**src/rtl/l2_port_arbiter_if.sv**
```systemverilog
// Bus bundle for the two-master L2 SRAM port arbiter.
// slave  : arbiter side (takes both master request buses, drives the SRAM port)
// master : requester side (JTAG debug bridge = m0, system master = m1)
// mem    : SRAM side
interface l2_port_arbiter_if #(
   parameter int ADDR_WIDTH = 14
);
   logic                  m0_req_i;
   logic                  m0_we_i;
   logic [3:0]            m0_be_i;
   logic [31:0]           m0_addr_i;
   logic [31:0]           m0_wdata_i;
   logic                  m0_gnt_o;
   logic                  m0_rvalid_o;
   logic [31:0]           m0_rdata_o;
   logic                  m0_err_o;

   logic                  m1_req_i;
   logic                  m1_we_i;
   logic [3:0]            m1_be_i;
   logic [31:0]           m1_addr_i;
   logic [31:0]           m1_wdata_i;
   logic                  m1_gnt_o;
   logic                  m1_rvalid_o;
   logic [31:0]           m1_rdata_o;
   logic                  m1_err_o;

   logic                  mem_req_o;
   logic                  mem_we_o;
   logic [3:0]            mem_be_o;
   logic [ADDR_WIDTH-1:0] mem_addr_o;
   logic [31:0]           mem_wdata_o;
   logic [31:0]           mem_rdata_i;

   modport slave (
      input  m0_req_i, m0_we_i, m0_be_i, m0_addr_i, m0_wdata_i,
      output m0_gnt_o, m0_rvalid_o, m0_rdata_o, m0_err_o,
      input  m1_req_i, m1_we_i, m1_be_i, m1_addr_i, m1_wdata_i,
      output m1_gnt_o, m1_rvalid_o, m1_rdata_o, m1_err_o,
      output mem_req_o, mem_we_o, mem_be_o, mem_addr_o, mem_wdata_o,
      input  mem_rdata_i
   );

   modport master (
      output m0_req_i, m0_we_i, m0_be_i, m0_addr_i, m0_wdata_i,
      input  m0_gnt_o, m0_rvalid_o, m0_rdata_o, m0_err_o,
      output m1_req_i, m1_we_i, m1_be_i, m1_addr_i, m1_wdata_i,
      input  m1_gnt_o, m1_rvalid_o, m1_rdata_o, m1_err_o
   );

   modport mem (
      input  mem_req_o, mem_we_o, mem_be_o, mem_addr_o, mem_wdata_o,
      output mem_rdata_i
   );
endinterface

```
**src/rtl/l2_port_arbiter.sv**
```systemverilog
// Two-master arbiter in front of a single-port L2 SRAM.
// Master 0 is the JTAG debug bridge, master 1 the system master. Grants are
// combinational in the request cycle; every accepted access returns exactly one
// response one cycle later through a single register stage. Accesses above the
// SRAM window are granted but never reach the SRAM and return an error word.
module l2_port_arbiter #(
   parameter int ADDR_WIDTH = 14,
   parameter int MAX_WAIT   = 8
) (
   input  logic              clk_i,
   input  logic              rst_n,
   input  logic              prio_mode_i,
   l2_port_arbiter_if.slave  bus
);

   localparam logic [31:0] ERR_DATA   = 32'hBADACCE5;
   localparam logic [7:0]  MAX_WAIT_C = 8'(MAX_WAIT);

   // Arbitration state
   logic        r_last_grant;     // index of the master granted most recently
   logic [7:0]  r_starve_cnt;     // cycles master 1 has been denied in priority mode

   // Response stage
   logic        r_rsp_valid;
   logic        r_rsp_owner;
   logic        r_rsp_err;
   logic        r_rsp_we;

   logic        w_gnt0;
   logic        w_gnt1;
   logic        w_accept;
   logic        w_we;
   logic [3:0]  w_be;
   logic [31:0] w_addr;
   logic [31:0] w_wdata;
   logic        w_in_range;
   logic        w_mem_req;
   logic [7:0]  w_starve_nxt;
   logic [31:0] w_rsp_data;

   // Grant decision: gated by reset, never grants an idle master
   always_comb begin
      w_gnt0 = 1'b0;
      w_gnt1 = 1'b0;
      if (rst_n == 1'b0) begin
         w_gnt0 = 1'b0;
         w_gnt1 = 1'b0;
      end else if (bus.m0_req_i && bus.m1_req_i) begin
         if (prio_mode_i) begin
            // debug master wins unless master 1 has waited long enough
            if (r_starve_cnt == MAX_WAIT_C) begin
               w_gnt1 = 1'b1;
            end else begin
               w_gnt0 = 1'b1;
            end
         end else begin
            // round-robin: favour whichever master was not granted last
            if (r_last_grant) begin
               w_gnt0 = 1'b1;
            end else begin
               w_gnt1 = 1'b1;
            end
         end
      end else if (bus.m0_req_i) begin
         w_gnt0 = 1'b1;
      end else if (bus.m1_req_i) begin
         w_gnt1 = 1'b1;
      end else begin
         w_gnt0 = 1'b0;
         w_gnt1 = 1'b0;
      end
   end

   // Request mux towards the SRAM plus window decode
   always_comb begin
      w_accept = w_gnt0 | w_gnt1;
      if (w_gnt1) begin
         w_we    = bus.m1_we_i;
         w_be    = bus.m1_be_i;
         w_addr  = bus.m1_addr_i;
         w_wdata = bus.m1_wdata_i;
      end else begin
         w_we    = bus.m0_we_i;
         w_be    = bus.m0_be_i;
         w_addr  = bus.m0_addr_i;
         w_wdata = bus.m0_wdata_i;
      end
      // bits above the word index must be clear; addr[1:0] is a don't-care
      w_in_range = ((w_addr >> (ADDR_WIDTH + 2)) == 32'd0);
      w_mem_req  = w_accept & w_in_range;
   end

   // Starvation counter next value: saturating, cleared outside priority mode
   always_comb begin
      w_starve_nxt = r_starve_cnt;
      if (!prio_mode_i) begin
         w_starve_nxt = 8'd0;
      end else if (bus.m1_req_i && !w_gnt1) begin
         if (r_starve_cnt < MAX_WAIT_C) begin
            w_starve_nxt = r_starve_cnt + 8'd1;
         end else begin
            w_starve_nxt = r_starve_cnt;
         end
      end else begin
         w_starve_nxt = 8'd0;
      end
   end

   // Arbitration state and response stage registers
   always_ff @(posedge clk_i or negedge rst_n) begin
      if (!rst_n) begin
         r_last_grant <= 1'b1;
         r_starve_cnt <= 8'd0;
         r_rsp_valid  <= 1'b0;
         r_rsp_owner  <= 1'b0;
         r_rsp_err    <= 1'b0;
         r_rsp_we     <= 1'b0;
      end else begin
         if (w_accept) begin
            r_last_grant <= w_gnt1;
         end else begin
            r_last_grant <= r_last_grant;
         end
         r_starve_cnt <= w_starve_nxt;
         r_rsp_valid  <= w_accept;
         r_rsp_owner  <= w_gnt1;
         r_rsp_err    <= w_accept & ~w_in_range;
         r_rsp_we     <= w_accept & w_we;
      end
   end

   // Response word: error takes precedence, writes return zero
   always_comb begin
      w_rsp_data = 32'd0;
      if (r_rsp_err) begin
         w_rsp_data = ERR_DATA;
      end else if (r_rsp_we) begin
         w_rsp_data = 32'd0;
      end else begin
         w_rsp_data = bus.mem_rdata_i;
      end
   end

   assign bus.m0_gnt_o    = w_gnt0;
   assign bus.m1_gnt_o    = w_gnt1;

   assign bus.mem_req_o   = w_mem_req;
   assign bus.mem_we_o    = w_mem_req & w_we;
   assign bus.mem_be_o    = w_mem_req ? w_be : 4'h0;
   assign bus.mem_addr_o  = w_mem_req ? w_addr[ADDR_WIDTH+1:2] : {ADDR_WIDTH{1'b0}};
   assign bus.mem_wdata_o = w_mem_req ? w_wdata : 32'd0;

   assign bus.m0_rvalid_o = r_rsp_valid & ~r_rsp_owner;
   assign bus.m0_rdata_o  = (r_rsp_valid & ~r_rsp_owner) ? w_rsp_data : 32'd0;
   assign bus.m0_err_o    = r_rsp_valid & ~r_rsp_owner & r_rsp_err;
   assign bus.m1_rvalid_o = r_rsp_valid & r_rsp_owner;
   assign bus.m1_rdata_o  = (r_rsp_valid & r_rsp_owner) ? w_rsp_data : 32'd0;
   assign bus.m1_err_o    = r_rsp_valid & r_rsp_owner & r_rsp_err;

endmodule
```
**src/flat_wrapper.sv**
```systemverilog
// flat-port wrapper written by rule: the top's interface ports become plain ports
module l2_port_arbiter_flat 
#(
   parameter int ADDR_WIDTH = 14,
   parameter int MAX_WAIT   = 8
)
  (clk_i, rst_n, prio_mode_i, bus_m0_req_i, bus_m0_we_i, bus_m0_be_i, bus_m0_addr_i, bus_m0_wdata_i, bus_m0_gnt_o, bus_m0_rvalid_o, bus_m0_rdata_o, bus_m0_err_o, bus_m1_req_i, bus_m1_we_i, bus_m1_be_i, bus_m1_addr_i, bus_m1_wdata_i, bus_m1_gnt_o, bus_m1_rvalid_o, bus_m1_rdata_o, bus_m1_err_o, bus_mem_req_o, bus_mem_we_o, bus_mem_be_o, bus_mem_addr_o, bus_mem_wdata_o, bus_mem_rdata_i);
  l2_port_arbiter_if #(.ADDR_WIDTH(ADDR_WIDTH)) bus_i ();
  input  logic clk_i;
  input  logic rst_n;
  input  logic prio_mode_i;
  input wire logic [$bits(bus_i.m0_req_i)-1:0] bus_m0_req_i;
  input wire logic [$bits(bus_i.m0_we_i)-1:0] bus_m0_we_i;
  input wire logic [$bits(bus_i.m0_be_i)-1:0] bus_m0_be_i;
  input wire logic [$bits(bus_i.m0_addr_i)-1:0] bus_m0_addr_i;
  input wire logic [$bits(bus_i.m0_wdata_i)-1:0] bus_m0_wdata_i;
  output wire logic [$bits(bus_i.m0_gnt_o)-1:0] bus_m0_gnt_o;
  output wire logic [$bits(bus_i.m0_rvalid_o)-1:0] bus_m0_rvalid_o;
  output wire logic [$bits(bus_i.m0_rdata_o)-1:0] bus_m0_rdata_o;
  output wire logic [$bits(bus_i.m0_err_o)-1:0] bus_m0_err_o;
  input wire logic [$bits(bus_i.m1_req_i)-1:0] bus_m1_req_i;
  input wire logic [$bits(bus_i.m1_we_i)-1:0] bus_m1_we_i;
  input wire logic [$bits(bus_i.m1_be_i)-1:0] bus_m1_be_i;
  input wire logic [$bits(bus_i.m1_addr_i)-1:0] bus_m1_addr_i;
  input wire logic [$bits(bus_i.m1_wdata_i)-1:0] bus_m1_wdata_i;
  output wire logic [$bits(bus_i.m1_gnt_o)-1:0] bus_m1_gnt_o;
  output wire logic [$bits(bus_i.m1_rvalid_o)-1:0] bus_m1_rvalid_o;
  output wire logic [$bits(bus_i.m1_rdata_o)-1:0] bus_m1_rdata_o;
  output wire logic [$bits(bus_i.m1_err_o)-1:0] bus_m1_err_o;
  output wire logic [$bits(bus_i.mem_req_o)-1:0] bus_mem_req_o;
  output wire logic [$bits(bus_i.mem_we_o)-1:0] bus_mem_we_o;
  output wire logic [$bits(bus_i.mem_be_o)-1:0] bus_mem_be_o;
  output wire logic [$bits(bus_i.mem_addr_o)-1:0] bus_mem_addr_o;
  output wire logic [$bits(bus_i.mem_wdata_o)-1:0] bus_mem_wdata_o;
  input wire logic [$bits(bus_i.mem_rdata_i)-1:0] bus_mem_rdata_i;
  assign bus_i.m0_req_i = bus_m0_req_i;
  assign bus_i.m0_we_i = bus_m0_we_i;
  assign bus_i.m0_be_i = bus_m0_be_i;
  assign bus_i.m0_addr_i = bus_m0_addr_i;
  assign bus_i.m0_wdata_i = bus_m0_wdata_i;
  assign bus_m0_gnt_o = bus_i.m0_gnt_o;
  assign bus_m0_rvalid_o = bus_i.m0_rvalid_o;
  assign bus_m0_rdata_o = bus_i.m0_rdata_o;
  assign bus_m0_err_o = bus_i.m0_err_o;
  assign bus_i.m1_req_i = bus_m1_req_i;
  assign bus_i.m1_we_i = bus_m1_we_i;
  assign bus_i.m1_be_i = bus_m1_be_i;
  assign bus_i.m1_addr_i = bus_m1_addr_i;
  assign bus_i.m1_wdata_i = bus_m1_wdata_i;
  assign bus_m1_gnt_o = bus_i.m1_gnt_o;
  assign bus_m1_rvalid_o = bus_i.m1_rvalid_o;
  assign bus_m1_rdata_o = bus_i.m1_rdata_o;
  assign bus_m1_err_o = bus_i.m1_err_o;
  assign bus_mem_req_o = bus_i.mem_req_o;
  assign bus_mem_we_o = bus_i.mem_we_o;
  assign bus_mem_be_o = bus_i.mem_be_o;
  assign bus_mem_addr_o = bus_i.mem_addr_o;
  assign bus_mem_wdata_o = bus_i.mem_wdata_o;
  assign bus_i.mem_rdata_i = bus_mem_rdata_i;
  l2_port_arbiter #(.ADDR_WIDTH(ADDR_WIDTH), .MAX_WAIT(MAX_WAIT)) u_core (.clk_i(clk_i), .rst_n(rst_n), .prio_mode_i(prio_mode_i), .bus(bus_i));
endmodule
```
**config.mk**
```make
export PLATFORM = sky130hd
export DESIGN_NAME = l2_port_arbiter_flat
export DESIGN_NICKNAME = d
export VERILOG_FILES = /design/src/rtl/l2_port_arbiter_if.sv /design/src/rtl/l2_port_arbiter.sv /design/src/flat_wrapper.sv
export SDC_FILE = /design/constraint.sdc
export NUM_CORES = 1
export LEC_CHECK = 0
export CORE_AREA = 2 2 116 118
export CTS_CLUSTER_DIAMETER = 30
export CTS_CLUSTER_SIZE = 20
export DETAILED_ROUTE_END_ITERATION = 8
export DIE_AREA = 0 0 118 120
export PLACE_DENSITY = 0.72
export SLEW_MARGIN = 20
export SYNTH_ARGS = -nofsm -noshare
export SYNTH_HDL_FRONTEND = slang
export SYNTH_SLANG_ARGS = --single-unit
```
**constraint.sdc**
```tcl
create_clock -name clk_i -period 2.4 [get_ports clk_i]
set_clock_uncertainty 0.1 [all_clocks]
set_input_delay 0.48 -clock clk_i [delete_from_list [all_inputs] [get_ports clk_i]]
set_output_delay 0.48 -clock clk_i [all_outputs]
set_load 0.02 [all_outputs]
```
# [Yosys cells after proc, flatten, opt, wreduce, memory -nomap -nowiden]
# Cells that the tools add are included.
[word_totals] reg_bits=13 in_bits=175 out_inout_bits=122 elab_cells=52
[op_classes] add_sub_neg=1 order_cmp=1 eq_ne=2 n_mux=27 n_bitwise=11 n_reduce_logical=4
[op_table] op="$mux 32" n=7
[op_table] op="$logic_not 32->1" n=1
[op_table] op="$mux 8" n=3
[op_table] op="$mux 1" n=14
[op_table] op="$mux 14" n=1
[op_table] op="$add 8x1->8 const B" n=1
[op_table] op="$and 1x1->1" n=8
[op_table] op="$eq 8x4->1 const B" n=1
[op_table] op="$lt 8x4->1 const B" n=1
[op_table] op="$mux 4" n=2
[op_table] op="$ne 3x3->1 const B" n=1
[op_table] op="$logic_and 1x1->1" n=2
[op_table] op="$not 1->1" n=2
[op_table] op="$logic_not 1->1" n=1
[op_table] op="$or 1x1->1" n=1

# [Logic depth before layout (Yosys ltp)]
[logic_depth] depth_word=9 depth_mapped=8

# [Worst setup path after synthesis]
# Ideal clock, no wire load.
[synth_path] path_type="register to output" startpoint="register u_core.r_starve_cnt[7]" endpoint="output bus_mem_addr_o[0]" arrival_time_ps=1918 required_ps=1820 setup_slack_ps=-98 path_stages_with_launch=8 path_cell_list="dfrtp_1 > or4_1 > buf_4 > o22ai_2 > o211ai_2 > buf_6 > buf_6 > mux2i_1"
[synth_between] elab_chain_cells=9
[synth_rtl] element="from (decl)" line_no="l2_port_arbiter.sv:21" source="logic [7:0] r_starve_cnt;"
[synth_rtl] element="from (signal assigned)" line_no="l2_port_arbiter.sv:124" source="r_starve_cnt <= w_starve_nxt;"
[synth_rtl] element="$eq 8x4->1 (*)" line_no="l2_port_arbiter.sv:51" source="if (r_starve_cnt == MAX_WAIT_C) begin"
[synth_rtl] element="$mux 1" line_no="l2_port_arbiter.sv:51"
[synth_rtl] element="$mux 1" line_no="l2_port_arbiter.sv:49" source="if (prio_mode_i) begin"
[synth_rtl] element="$mux 1" line_no="l2_port_arbiter.sv:48" source="end else if (bus.m0_req_i && bus.m1_req_i) begin"
[synth_rtl] element="$mux 1" line_no="l2_port_arbiter.sv:45" source="if (rst_n == 1'b0) begin"
[synth_rtl] element="$mux 32" line_no="l2_port_arbiter.sv:77" source="if (w_gnt1) begin"
[synth_rtl] element="$logic_not 32->1" line_no="l2_port_arbiter.sv:89" source="w_in_range = ((w_addr >> (ADDR_WIDTH + 2)) == 32'd0);"
[synth_rtl] element="$and 1x1->1" line_no="l2_port_arbiter.sv:90" source="w_mem_req = w_accept & w_in_range;"
[synth_rtl] element="$mux 14 (*)" line_no="l2_port_arbiter.sv:150" source="assign bus.mem_addr_o = w_mem_req ? w_addr[ADDR_WIDTH+1:2] : {ADDR_WIDTH{1'b0}};"
[synth_rtl] element="to (decl)" line_no="flat_wrapper.sv:33" source="output wire logic [$bits(bus_i.mem_addr_o)-1:0] bus_mem_addr_o;"
# Every way passes the cells marked *; elsewhere a longest branch is shown, timed or not.

# [Worst setup path after layout]
[layout_path] startpoint="input bus_m1_addr_i[24]" endpoint="output bus_mem_wdata_o[21]"
[layout_between] elab_chain_cells=4
[layout_rtl] element="from (decl)" line_no="flat_wrapper.sv:24" source="input wire logic [$bits(bus_i.m1_addr_i)-1:0] bus_m1_addr_i;"
[layout_rtl] element="$mux 32" line_no="l2_port_arbiter.sv:77"
[layout_rtl] element="$logic_not 32->1" line_no="l2_port_arbiter.sv:89"
[layout_rtl] element="$and 1x1->1" line_no="l2_port_arbiter.sv:90"
[layout_rtl] element="$mux 32" line_no="l2_port_arbiter.sv:151" source="assign bus.mem_wdata_o = w_mem_req ? w_wdata : 32'd0;"
[layout_rtl] element="to (decl)" line_no="flat_wrapper.sv:34" source="output wire logic [$bits(bus_i.mem_wdata_o)-1:0] bus_mem_wdata_o;"
# Every way passes these cells.

==> results_tabular.tex <==
\begin{tabular}{lr}
\hline
Metric & Value \\
\hline
\multicolumn{2}{l}{\textbf{Hold path}} \\
\quad Worst min-delay path endpoint & u\_core.r\_last\_grant \\
\quad Launch instance of the worst min-delay path & u\_core.r\_last\_grant \\
\quad Path category of the worst min-delay check & reg -> reg \\
\quad Cells on Worst Hold Path & 2 \\
\multicolumn{2}{l}{\textbf{Global routing}} \\
\quad Total Routing Usage GR & approximately a fifth \\
\quad Total grt overflow & 0 \\
\quad Pin count of the biggest net entering global routing & 49 \\
\quad First-pass GRT wire length & 21.6 mm \\
\quad Via count of the first global-routing pass & slightly above 4000 \\
\quad Initial antenna violation count & 0 \\
\multicolumn{2}{l}{\textbf{Clock tree}} \\
\quad Clock transition at the registers of the reported paths & 0.04 ns \\
\quad CTS tree & done \\
\quad Number of buffers inserted for hold repair after clock tree synthesis & 0 \\
\quad Clock latency on the worst-skew pair & between 0.2 and 0.25 ns \\
\quad CTS Root Buffer Type & clkbuf\_16 \\
\quad Clock tree sinks & 13 \\
\quad Count of H-tree levels built during CTS & 1 \\
\quad Maximum number of buffers from clock root to sink & 2 \\
\quad Total CTS buffers & 3 \\
\multicolumn{2}{l}{\textbf{Yosys}} \\
\quad Synth Register Bits & 13 \\
\quad Fraction of the yosys area taken by sequential cells & 14.0\% \\
\quad Post-synth net total & roughly 530 \\
\quad Post-synthesis cell count & 352 \\
\quad Mean instance size in the synthesized netlist & about 6.6 sq um \\
\quad Count of different cell masters after synthesis & 32 \\
\quad Cell area after synthesis & $\sim$2300 sq um \\
\quad Share of flip-flops with an asynchronous set or reset after synthesis & 100\% \\
\quad Dominant synthesized flop cell & dfrtp\_1 \\
\quad Count of synthesis-stage warnings from yosys & 0 \\
\quad Count of flip-flops with a built-in enable after synthesis & 0 \\
\multicolumn{2}{l}{\textbf{Critical path}} \\
\quad R2r startpoint & u\_core.r\_starve\_cnt[4] \\
\quad Setup crit start kind & input pin \\
\quad Cells along the critical path & clkdlybuf4s50\_1 > nor4\_1 > and4\_4 > buf\_16 > nand3\_1 > mux2i\_4 > buf\_6 \\
\quad Largest fanout on the critical path & 21 \\
\quad R2R Path End & u\_core.r\_rsp\_we \\
\quad Category of the most critical setup path & in -> out \\
\quad Sort of element at the end of the critical path & primary output \\
\quad Master of the slowest instance on the critical path & clkdlybuf4s50\_1 \\
\quad Critical path required time & between 1.5 and 2 ns \\
\quad Critical path's largest stage delay & between 0.4 and 0.5 ns \\
\quad Critical Path AT & approximately 2.2 ns \\
\quad Largest delay share family, worst path & buffers and inverters \\
\quad Worst reg-to-reg setup slack & $\sim$0.17 ns \\
\quad Number of cells on the worst reg-to-reg path & 7 \\
\quad Buffers and inverters on the worst path & 3 \\
\multicolumn{2}{l}{\textbf{Route}} \\
\quad Number of vias in the routed layout & roughly 3900 \\
\quad Wire length per cell after detailed routing & roughly 17 um \\
\quad Initial DRT Pass Iterations & 4 \\
\quad Initial drt markers & roughly 120 \\
\quad Sum of routed wire length over all layers & roughly 14 mm \\
\quad Count of nets left with antenna violations after detail routing & 0 \\
\quad Detailed-route vias per instance & 4.67 \\
\quad Number of design rule violations left after detail routing & 0 \\
\multicolumn{2}{l}{\textbf{Die}} \\
\quad Area of the core & approximately 13000 sq um \\
\quad Die area & roughly 14000 sq um \\
\quad I/O Pins & $\sim$300 \\
\quad Num rows & 42 \\
\quad DIE WIDTH & roughly 120 um \\
\quad Initial standard-cell utilization of the core & 17.9\% \\
\quad Die extent in y & 120 um \\
\multicolumn{2}{l}{\textbf{Layout}} \\
\quad Share of post-route cells with drive strength above 1 & just under 30\% \\
\quad Fill cell total of the finished layout & approximately 1300 \\
\quad Layout Area Growth over Synthesis & 174\% \\
\quad Final net count & about 840 \\
\quad Total inserted antenna cells & 0 \\
\quad Non-Filler Instances & between 800 and 900 \\
\quad Area of all placed cells without fillers & about 6400 sq um \\
\multicolumn{2}{l}{\textbf{Power}} \\
\quad Pwr/cell area & 202 nW/um\^{}2 \\
\quad Switching power total & just over 400 uW \\
\quad Switching part of the total power & a little under a third \\
\quad Clock group share of total power & 24.2\% \\
\quad Static leakage & $\sim$2.8 nW \\
\quad Internal power & 881 uW \\
\quad Max IR drop VDD & approximately 0.00018 V \\
\quad Combinational Power Share & 57.4\% \\
\quad Sequential Power Share & about 18\% \\
\multicolumn{2}{l}{\textbf{Run status}} \\
\quad Outcome & complete, but fails checks \\
\quad Failing checks & setup timing \\
\multicolumn{2}{l}{\textbf{STA}} \\
\quad Relative max-transition margin & about 81\% \\
\quad F\_max & around 0.36 GHz \\
\quad Final hold viol count & 0 \\
\quad Worst Tran Pin Value & 0.289 ns \\
\quad Clock period minus final worst setup slack & $\sim$2.7 ns \\
\quad Final Slew Violations & 0 \\
\quad Final setup violation count & 53 \\
\quad RSZ-0062 raised after global routing & true \\
\quad Final worst-path cycle share & 115\% \\
\quad Post-layout worst setup margin & -0.349 ns \\
\quad Final total negative setup slack & -15.86 ns \\
\multicolumn{2}{l}{\textbf{Placed design}} \\
\quad Count of port buffers added during placement & 292 \\
\quad Global placement routability congestion & between 0.8 and 0.9 \\
\quad Area of placed instances & 5770 sq um \\
\quad Post-DP HPWL & a little over 10 mm \\
\quad Cell Count Post-Placement & a little over 800 \\
\multicolumn{2}{l}{\textbf{Flow run}} \\
\quad MaxCap Viol Count & 0 \\
\hline
\end{tabular}
-- sequential cells by signal, indices dropped and copies added, names as in the netlist --
| signal | count |
|---|---|
| u_core.r_starve_cnt | 8 |
| u_core.r_last_grant | 1 |
| u_core.r_rsp_err | 1 |
| u_core.r_rsp_owner | 1 |
| u_core.r_rsp_valid | 1 |
| u_core.r_rsp_we | 1 |
-- timing repair --
| action | 4_1_cts | 5_1_grt |
|---|---|---|
| gates resized for setup | 378 | 15 |
| pin swaps | 19 | 1 |
| setup buffers | 10 | 2 |
| hold endpoints to repair | 0 | 0 |
| gates cloned | 13 | 0 |
| endpoints found under the setup margin | 105 | 65 |
-- tightest hold or removal path, stage by stage, from the launching register on --
cell and delay [ns]:
dfstp_2 0.37, nand2_1 0.06, nand2_1 0.05
-- worst max path at each step --
stage,slack (ns),end,cells past startpoint,from
floorplan,-0.05,bus_mem_addr_o[0],7,u_core.r_starve_cnt[7]
finish,-0.35,bus_mem_wdata_o[21],7,bus_m1_addr_i[24]
CTS,-0.33,bus_mem_be_o[0],7,u_core.r_starve_cnt[4]
global route,-0.41,bus_mem_wdata_o[6],7,u_core.r_starve_cnt[4]
global placement,-0.98,bus_mem_wdata_o[21],7,bus_m0_addr_i[24]
detailed placement,-0.97,bus_mem_wdata_o[21],7,bus_m0_addr_i[24]
-- per-layer routing --
metal | vias to the layer above | GRT usage (%) | part of all wire (%)
li1 | 1861 | - | -
met2 | 216 | 39.5 | 55
met5 | - | 0 | 0
met4 | 0 | 5.20 | 2.3
met3 | 29 | 3.37 | 7.4
met1 | 1802 | 19.4 | 35
-- cells in the mapped netlist (2+ instances only) --
master    number  area, sq um
inv_1          6         22.5
clkbuf_1      30          113
o21ai_0        2         10.0
and2_1        30          188
dfrtp_1       12          300
nand3_1      102          510
nor4_1         8         50.1
nor2_1        43          161
nand2_1       10         37.5
buf_1          3         11.3
nor3_1         2         10.0
and4_1         2         17.5
a21oi_1       24          120
ha_1           2         25.0
mux2i_1       53          531
buf_6          5         56.3
xnor2_1        2         17.5
nand2b_1       2         12.5
-- per-stage QoR --
stage	setup slack (ns)	hold slack, ns	utilization (%)	total power [mW]
after floorplan	-0.0484	0.0844	-	0.489
after global placement	-0.976	0.354	44.4	0.931
after detailed placement	-0.970	0.361	44.4	0.942
after CTS	-0.330	0.384	48.7	1.29
after global routing	-0.410	0.401	49.1	1.35
final	-0.349	0.382	49.1	1.29
-- power by group through the flow --
stage               sequential [mW]  clock [mW]  combinational, mW
finish                        0.237       0.311              0.739
global route                  0.238       0.332              0.781
CTS                           0.238       0.316              0.739
detailed placement            0.239           0              0.703
global placement              0.239           0              0.692
floorplan                     0.239           0              0.250
-- area by class of cell --
cell class                      count  area (sq um)  share of cell area, %
Inverter                            8          37.5                  0.589
Clock buffer                        4          78.8                   1.24
Timing Repair Buffer              345          3570                   56.0
Sequential cell                    13           327                   5.13
Tap cell                          176           220                   3.46
Multi-Input combinational cell    291          2140                   33.6
-- layout by cell type, fill, tap and decap left out, types with 11 or more instances in the layout --
cell type and n:
buf_4 71, dlygate4sd2_1 58, buf_6 11, clkdlybuf4s50_1 169
dlymetal6s2s_1 11, buf_16 13, nand3_2 16, mux2i_2 46
nor2_1 43, nand3_1 85, dfrtp_1 12, a21oi_1 23
and2_1 30
-- cell families (layout without fill, tap and decap cells) --
family | after synthesis | in the layout | synth area share, %
XOR/XNOR | 2 | 2 | 0.754
multiplexers | 54 | 54 | 23.3
AO/OA/AOI/OAI | 31 | 31 | 7.75
adder cells (fa/ha/maj) | 2 | 2 | 1.08
AND/OR/NAND/NOR | 202 | 202 | 43.5
flip-flops | 13 | 13 | 14.0
buffers and inverters | 48 | 357 | 9.58
No activity file was read; power rests on OpenSTA's default activity.
